File: src/rtl/cache_ctrl_pkg.sv
// rtl/cache_ctrl_pkg.sv - shared state encoding, defaults and line-address helper
package cache_ctrl_pkg;

   typedef enum logic [2:0] {
      IDLE      = 3'd0,
      MISS_CRIT = 3'd1,
      MISS_REST = 3'd2,
      LINE_WR   = 3'd3,
      SB_DRAIN  = 3'd4,
      WT_WAIT   = 3'd5
   } state_t;

   localparam int OFFS_W_DEF  = 3;
   localparam int INDEX_W_DEF = 7;

   function automatic logic [63:0] line_mask(input logic [63:0] addr, input int offs_w);
      return addr & ~((64'd1 << offs_w) - 64'd1);
   endfunction

endpackage

File: src/rtl/cache_sb_counter.sv
// rtl/cache_sb_counter.sv - store-buffer occupancy counter with full/empty flags
module cache_sb_counter #(
   parameter int SB_DEPTH = 4,
   parameter int CW       = $clog2(SB_DEPTH + 1)
) (
   input  logic          Clk,
   input  logic          Rst_n,
   input  logic          push,
   input  logic          pop,
   output logic [CW-1:0] count,
   output logic          full,
   output logic          empty
);

   logic do_push;
   logic do_pop;

   assign empty   = (count == '0);
   assign full    = (count == CW'(SB_DEPTH));
   // A pop frees the slot a simultaneous push needs, so a full buffer may still take both
   assign do_pop  = pop && !empty;
   assign do_push = push && (!full || do_pop);

   always_ff @(posedge Clk or negedge Rst_n) begin
      if (!Rst_n) begin
         count <= '0;
      end else if (do_push && !do_pop) begin
         count <= count + CW'(1);
      end else if (do_pop && !do_push) begin
         count <= count - CW'(1);
      end
   end

endmodule

File: src/rtl/cache_ctrl_nb.sv
// rtl/cache_ctrl_nb.sv - non-blocking cache controller with critical-word restart and store buffer
module cache_ctrl_nb
   import cache_ctrl_pkg::*;
#(
   parameter int ADDR_W   = 32,
   parameter int OFFS_W   = OFFS_W_DEF,
   parameter int INDEX_W  = INDEX_W_DEF,
   parameter bit WT_MODE  = 1'b0,
   parameter int SB_DEPTH = 4
) (
   input  logic                             Clk,
   input  logic                             Rst_n,
   input  logic                             En,
   input  logic                             RW,
   input  logic [ADDR_W-1:0]                WordAddress,
   output logic                             Stall,
   input  logic                             C_Miss,
   input  logic                             C_Dirty,
   output logic                             R_Enable,
   output logic                             W_Enable,
   output logic                             WriteType,
   output logic                             Merge,
   output logic                             FromStoreBuffer,
   output logic                             CrtWord,
   output logic                             LF_Start,
   output logic [ADDR_W-1:0]                LF_LineAddr,
   input  logic                             LF_FirstWord,
   input  logic                             LF_Done,
   output logic                             LW_Start,
   input  logic                             LW_Done,
   output logic                             WT_Start,
   input  logic                             WT_Done,
   output logic                             SB_Push,
   output logic                             SB_Pop,
   output logic [$clog2(SB_DEPTH+1)-1:0]    SB_Count
);

   localparam int CW = $clog2(SB_DEPTH + 1);

   if (OFFS_W + INDEX_W > ADDR_W || SB_DEPTH < 2) begin : g_param_check
      $error("cache_ctrl_nb: inconsistent OFFS_W/INDEX_W/ADDR_W/SB_DEPTH");
   end

   state_t              state_q, state_d;
   logic [ADDR_W-1:0]   lf_addr_q;
   logic [ADDR_W-1:0]   req_line;
   logic                lw_pend_q, lf_done_q;
   logic                lf_start_q, lw_start_q;
   logic                start_miss, same_line;
   logic                sb_full, sb_empty;

   assign req_line    = ADDR_W'(line_mask(64'(WordAddress), OFFS_W));
   assign same_line   = (req_line == lf_addr_q);
   assign LF_Start    = lf_start_q;
   assign LW_Start    = lw_start_q;
   assign LF_LineAddr = lf_addr_q;

   cache_sb_counter #(.SB_DEPTH(SB_DEPTH), .CW(CW)) u_sb_counter (
      .Clk   (Clk),
      .Rst_n (Rst_n),
      .push  (SB_Push),
      .pop   (SB_Pop),
      .count (SB_Count),
      .full  (sb_full),
      .empty (sb_empty)
   );

   always_comb begin
      state_d         = state_q;
      Stall           = 1'b0;
      R_Enable        = 1'b0;
      W_Enable        = 1'b0;
      WriteType       = 1'b0;
      Merge           = 1'b0;
      FromStoreBuffer = 1'b0;
      CrtWord         = 1'b0;
      WT_Start        = 1'b0;
      SB_Push         = 1'b0;
      SB_Pop          = 1'b0;
      start_miss      = 1'b0;
      case (state_q)
         IDLE: begin
            if (En) begin
               if (!C_Miss && !RW) begin
                  R_Enable = 1'b1;
               end else if (!C_Miss && !WT_MODE) begin
                  W_Enable = 1'b1;
               end else if (RW && WT_MODE) begin
                  // Write-through: hits also update the array; misses do not allocate
                  W_Enable = !C_Miss;
                  WT_Start = 1'b1;
                  Stall    = 1'b1;
                  state_d  = WT_WAIT;
               end else begin
                  Stall      = 1'b1;
                  start_miss = 1'b1;
                  state_d    = MISS_CRIT;
               end
            end
         end
         MISS_CRIT: begin
            Stall = 1'b1;
            if (LF_FirstWord || LF_Done) begin
               Stall   = 1'b0;
               SB_Push = En && RW;
               CrtWord = En && !RW;
               state_d = MISS_REST;
            end
         end
         MISS_REST: begin
            if (En) begin
               if (same_line) begin
                  if (RW && !sb_full) SB_Push = 1'b1;
                  else                Stall   = 1'b1;
               end else if (C_Miss)  Stall    = 1'b1;
               else if (!RW)         R_Enable = 1'b1;
               else if (!WT_MODE)    W_Enable = 1'b1;
               else                  Stall    = 1'b1;
            end
            if (lf_done_q && !lw_pend_q) state_d = LINE_WR;
         end
         LINE_WR: begin
            Stall     = 1'b1;
            WriteType = 1'b1;
            W_Enable  = 1'b1;
            Merge     = !sb_empty;
            state_d   = sb_empty ? IDLE : SB_DRAIN;
         end
         SB_DRAIN: begin
            FromStoreBuffer = 1'b1;
            W_Enable        = 1'b1;
            SB_Pop          = 1'b1;
            if (En) begin
               if (RW || same_line || C_Miss) Stall    = 1'b1;
               else                           R_Enable = 1'b1;
            end
            if (SB_Count <= CW'(1)) state_d = IDLE;
         end
         WT_WAIT: begin
            Stall = !WT_Done;
            if (WT_Done) state_d = IDLE;
         end
         default: state_d = IDLE;
      endcase
   end

   always_ff @(posedge Clk or negedge Rst_n) begin
      if (!Rst_n) begin
         state_q    <= IDLE;
         lf_addr_q  <= '0;
         lw_pend_q  <= 1'b0;
         lf_done_q  <= 1'b0;
         lf_start_q <= 1'b0;
         lw_start_q <= 1'b0;
      end else begin
         state_q    <= state_d;
         lf_start_q <= start_miss;
         lw_start_q <= start_miss && C_Dirty;
         if (start_miss) begin
            lf_addr_q <= req_line;
            lw_pend_q <= C_Dirty;
            lf_done_q <= 1'b0;
         end else begin
            if (LW_Done) lw_pend_q <= 1'b0;
            if (LF_Done && (state_q == MISS_CRIT || state_q == MISS_REST)) lf_done_q <= 1'b1;
            else if (state_q == LINE_WR)                                    lf_done_q <= 1'b0;
         end
      end
   end

endmodule

File: config.mk
export PLATFORM = sky130hd
export DESIGN_NAME = cache_ctrl_nb
export DESIGN_NICKNAME = d
export VERILOG_FILES = /design/src/rtl/cache_ctrl_pkg.sv /design/src/rtl/cache_sb_counter.sv /design/src/rtl/cache_ctrl_nb.sv
export SDC_FILE = /design/constraint.sdc
export NUM_CORES = 1
export LEC_CHECK = 0
export ABC_AREA = 1
export CAP_MARGIN = 0
export CELL_PAD_IN_SITES_DETAIL_PLACEMENT = 1
export CELL_PAD_IN_SITES_GLOBAL_PLACEMENT = 1
export CORE_MARGIN = 3
export CORE_UTILIZATION = 34
export CTS_CLUSTER_SIZE = 25
export DETAILED_ROUTE_END_ITERATION = 10
export PLACE_DENSITY_LB_ADDON = 0.2
export SYNTH_ARGS = -nofsm -noshare
export SYNTH_HDL_FRONTEND = slang
export SYNTH_SLANG_ARGS = --single-unit
File: constraint.sdc
create_clock -name Clk -period 5.3 [get_ports Clk]
set_input_delay 0.53 -clock Clk [delete_from_list [all_inputs] [get_ports Clk]]
set_output_delay 0.53 -clock Clk [all_outputs]
set_load 0.005 [all_outputs]
* Yosys cells after proc, flatten, opt, wreduce, memory -nomap -nowiden
Cells that the tools add are included.
** Operators by class
- Multiplexer cells :: 54
- Magnitude comparators :: 1
- Add/subtract/negate cells :: 2
- Equal/unequal tests :: 14
- Reduce and logical (&&, ||, !) cells :: 31
** Operators by type and width (number)
- $mux 1 :: 39
- $mux 3 :: 10
- $eq 29x29->1 :: 1
- $pmux 3 s6 :: 1
- $ne 2x2->1 const B :: 7
- $logic_and 1x1->1 :: 11
- $eq 3x3->1 const B :: 3
- $logic_not 1->1 :: 8
- $reduce_and 7->1 :: 1
- $eq 3x2->1 const B :: 2
- $logic_not 3->1 :: 2
- $pmux 1 s3 :: 2
- $pmux 1 s6 :: 1
- $logic_or 1x1->1 :: 5
- $reduce_bool 2->1 :: 2
- $add 3x1->3 const B :: 1
- $eq 3x1->1 const B :: 1
- $le 3x1->1 const B :: 1
- $reduce_bool 3->1 :: 1
- $sub 3x1->3 const B :: 1
- $pmux 1 s2 :: 1
- $reduce_or 2->1 :: 1
** Word-level totals
- Bits in registers :: 39
- Bits of input ports :: 42
- Output and inout bits :: 47
- Word-level logic and storage cells :: 109

* Depth between registers and ports, before layout
- Depth in word-level cells :: 12
- Depth in mapped cells :: 17
- Mapped depth without buffers :: 17

* Hierarchy
A second synthesis with hierarchy kept.
** Unflattened totals
- Cell total of the unflattened synthesis :: 312
- Area total of the unflattened synthesis :: 2306.0 um^2
** By module, submodules not included
- cache_ctrl_nb :: seq. area each 900.9 um^2, cells each 285, instances 1, area each 2097.0 um^2
- cache_sb_counter :: seq. area each 75.1 um^2, cells each 27, instances 1, area each 209.0 um^2

* Worst setup path before layout
OpenSTA, ideal clock, no wires.
- Path kind :: input port to flip-flop
- From :: input port WordAddress[20]
- To :: register u_sb_counter.count[2]
- Data arrival time :: 1.931 ns
- Slack :: 3.251 ns
- Stages on the path :: 15
- Setup time :: 0.118 ns
- Data required time :: 5.182 ns
- Path buffers :: 0
- Cell sequence :: inv_1 > nand2_1 > nand2_1 > nor2b_1 > nand2_1 > nor2_1 > nand2_1 > nor2_1 > nand3_1 > a21oi_1 > ha_1 > nor2_1 > o21ai_0 > xor2_1 > inv_1
** On the way
- Longest elaborated chain between the ends :: 8
- Elaborated cells on any way between the ends :: 10
- Classes of those cells :: eq/ne (1); mux (4); reduce/logical (5)
** RTL lines
- start: declaration :: line cache_ctrl_nb.sv:15 : input logic [ADDR_W-1:0] WordAddress,
- $eq 29x29->1 * :: line cache_ctrl_nb.sv:53 : assign same_line = (req_line == lf_addr_q);
- $mux 1 * :: line cache_ctrl_nb.sv:112 : if (same_line) begin
- $mux 1 * :: line cache_ctrl_nb.sv:111 : if (En) begin
- $pmux 1 s2 * :: line cache_ctrl_nb.sv:81 : case (state_q)
- $logic_and 1x1->1 * :: line cache_sb_counter.sv:22 : assign do_push = push && (!full || do_pop);
- $logic_not 1->1 :: line cache_sb_counter.sv:29 : end else if (do_pop && !do_push) begin
- $logic_and 1x1->1 :: line cache_sb_counter.sv:29
- $reduce_bool 2->1 (no source line)
- end signal: assignment :: line cache_sb_counter.sv:28 : count <= count + CW'(1);
- end signal: assignment :: line cache_sb_counter.sv:30 : count <= count - CW'(1);
- end: declaration :: line cache_sb_counter.sv:10 : output logic [CW-1:0] count,
Mark *: on every way between the ends. The rest lies on a longest branch, timed or not.
A chain may end at the register's enable or synchronous reset.

* Worst setup path after layout
- From :: input port C_Miss
- To :: output port Stall
** On the way
- Longest elaborated chain between the ends :: 5
- Elaborated cells on any way between the ends :: 11
- Classes of those cells :: mux (8); reduce/logical (3)
** RTL lines
- start: declaration :: line cache_ctrl_nb.sv:17 : input logic C_Miss,
- $logic_not 1->1
- $logic_and 1x1->1 :: line cache_ctrl_nb.sv:84 : if (!C_Miss && !RW) begin
- $mux 1 :: line cache_ctrl_nb.sv:84
- $mux 1 :: line cache_ctrl_nb.sv:83 : if (En) begin
- $pmux 1 s6 * :: line cache_ctrl_nb.sv:81
- end: declaration :: line cache_ctrl_nb.sv:16 : output logic Stall,
Marks and branches as above.

==> results.json <==
{
  "synth_compound_area_share_pct": 5.848,
  "ff2ff_path_depth": 15,
  "hp-class": "input port to async pin",
  "grt_usage_pct": 17.87,
  "synth-main-ff-cell": "dfrtp_1",
  "critical_path.max_fanout": 41,
  "outcome": "finished clean",
  "wl_mm": 7.085,
  "clock.fmax_ghz": 0.3026,
  "hold_buffers": 0,
  "synth.top_cell.area_share_pct": 38.33,
  "hold_ws_ns": 0.3722,
  "pre_cts_ws_ns": 1.952,
  "crit_arrival_ns": 2.77,
  "critPathLaunchType": "input port",
  "yosys.area_share.simple_pct": 31.94,
  "clock_sinks": 39,
  "vias": 2416,
  "dpl.hpwl_mm": 5.626,
  "rsz0062_at_grt": "false",
  "setup_tns_ns": 0,
  "synth_cells": 354,
  "synth_seq_area_share_pct": 38.33,
  "cts_tree": "done",
  "cts_resized": 0,
  "drc": 0,
  "cts_setup_buffers": 0,
  "synth_fa_ha_area_share_pct": 1.966,
  "synth_top_family_by_area": "simple AND/OR/NAND/NOR gates",
  "synthXorXnorAreaFrac_pct": 10.32,
  "grt_pass1_wl_mm": 12.39,
  "period_needed_ns": 3.305,
  "reg2reg_slack_ns": 3.02,
  "placementRows": 30,
  "die-area_um2": 8563,
  "slew_viol_final": 0,
  "synth_top_cell_by_area": "dfrtp_1",
  "setup.worst_path.end_class": "output port",
  "cts_buffer_depth": 2,
  "die_w_um": 92.54,
  "finClkSkew_ns": 0.007754,
  "overflow": 0,
  "ys.warnings.count": 0,
  "yosysUniqueCellTypes": 29,
  "numCtsBuffers": 5,
  "syn_area_um2": 2546,
  "ir_worst_vdd_v": 0.0002178,
  "insertion_delay_ns": 0.29,
  "ios": 89,
  "first_pass_iters": 4,
  "h-tree-depth": 2,
  "worstMarginPinSlew_ns": 0.9368,
  "syn_area_per_cell_um2": 7.193,
  "place_congestion": 0.7949,
  "io_buffers": 81,
  "combPwrFrac_pct": 53.3,
  "max-slew-margin-rel_pct": 37.55,
  "synth.most_common_cell": "nand2_1",
  "p_clk_share_pct": 12.3,
  "drive_above_1_share_pct": 5.991,
  "grt_max_degree": 42,
  "path_clk_slew_ns": 0.08,
  "r2r_start": "LF_LineAddr[20]",
  "p_sw_share_pct": 40.73,
  "ys_top_cells_by_count": "nand2_1, inv_1, dfrtp_1",
  "powerDensity_nw_per_um2": 487.7,
  "final.setup.worst_slack_ns": 1.995,
  "antenna_cells": 0,
  "synth_edf_count": 0,
  "synthMuxAreaShare_pct": 0,
  "grt_pass1_vias": 2612,
  "rr_endpoint": "u_sb_counter.count[2]",
  "syn_to_final_growth_pct": 36.12,
  "vias_per_cell": 4.558,
  "wire_per_inst_um": 13.37,
  "final_util_pct": 49.38,
  "ctsRootBufferMaster": "clkbuf_8",
  "power_frac_seq_pct": 34.4,
  "hold_viol": 0,
  "p_switching_uw": 688.4,
  "setup_violations": 0,
  "drtAntennaViolNets": 0,
  "ys_async_sr_fraction_pct": 100.0,
  "die_h_um": 92.54,
  "antenna_found_initial": 0,
  "criticalPathCategory": "input port to output port",
  "drt_iter0_markers": 39,
  "max-cap-violations": 0,
  "core_area_um2": 7019,
  "period_share_pct": 62.35,
  "finalNetCount": 480,
  "synthTopCellsByArea": "dfrtp_1, nand2_1, inv_1",
  "required_ns": 4.77,
  "start_util_pct": 36.27,
  "ys_ff_latch": 39,
  "leakagePower_uw": 0.001701,
  "internal_power_uw": 1002
}
## per-stage QoR
stage,std cells,area (µm²),total power [µW]
4_1_cts,530,3466,1722
5_1_grt,530,3466,1850
3_3_place_gp,523,3378,1460
2_1_floorplan,357,2557,1067
6_report,530,3466,1690
3_5_place_dp,523,3378,1503
## worst max-delay path, cell delays in order
cell	delay, ns
clkdlybuf4s50_1	0.56
nand2_1	0.18
nor2_8	0.48
inv_4	0.23
nand2_1	0.14
nor2_1	0.05
nand2_1	0.07
clkdlybuf4s50_1	0.50
## flip-flops by register name, indices dropped and copies added (netlist names)
register            cells
LF_LineAddr            29
state_q                 3
u_sb_counter.count      3
LF_Start                1
LW_Start                1
lf_done_q               1
lw_pend_q               1
## power by group through the flow
stage          sequential (µW)  clock (µW)  combinational [µW]
2_1_floorplan              573           0                 494
3_3_place_gp               578           0                 882
3_5_place_dp               586           0                 916
4_1_cts                    584         216                 922
5_1_grt                    606         224                1020
6_report                   581         209                 901
## logic make-up after synthesis
logic type               count (synthesis)
other                                    1
flip-flops                              39
XOR/XNOR                                30
buffers and inverters                   60
adder cells (fa/ha/maj)                  4
AND/OR/NAND/NOR                        195
AO/OA/AOI/OAI                           25
## per-layer routing
metal,GRT usage [%],routed length [µm]
met1,22.87,3175
met4,3.713,55
met2,31.24,3530
met5,0,0
met3,3.412,322
## how the worst max path moves through the flow
stage               startpoint                     to  slack (ns)
2_1_floorplan  WordAddress[20]  u_sb_counter.count[2]        3.25
3_3_place_gp            C_Miss                  Stall        1.94
3_5_place_dp            C_Miss                  Stall        1.95
4_1_cts                 C_Miss                  Stall        1.94
5_1_grt                 C_Miss                  Stall        1.74
6_report                C_Miss                  Stall        2.00
## cells in the final DEF, fill, tap and decap left out, types with 2 or more instances in the layout
cell type	Yosys	layout
inv_1	44	44
a21oi_2	2	2
xnor2_1	17	17
conb_1	1	4
dfrtp_1	39	39
ha_1	4	4
nand2_1	144	144
a21oi_1	2	2
nor3_2	3	3
nor3_1	3	3
clkbuf_8	0	6
nand3_1	7	7
o21ai_1	2	2
clkdlybuf4s50_1	0	80
nor2_2	3	3
inv_2	4	4
nor2_1	30	30
xor2_1	13	13
o21ai_0	15	15
## final cells by class
class,count,area (µm²)
fill,907,3553
multi-input combinational,258,1290
sequential,39,975.9
timing repair buffer,81,805.8
inverter,49,186.4
tap,96,120.1
clock buffer,6,82.58
clock inverter,1,5.005
No activity file was read; power rests on OpenSTA's default activity.
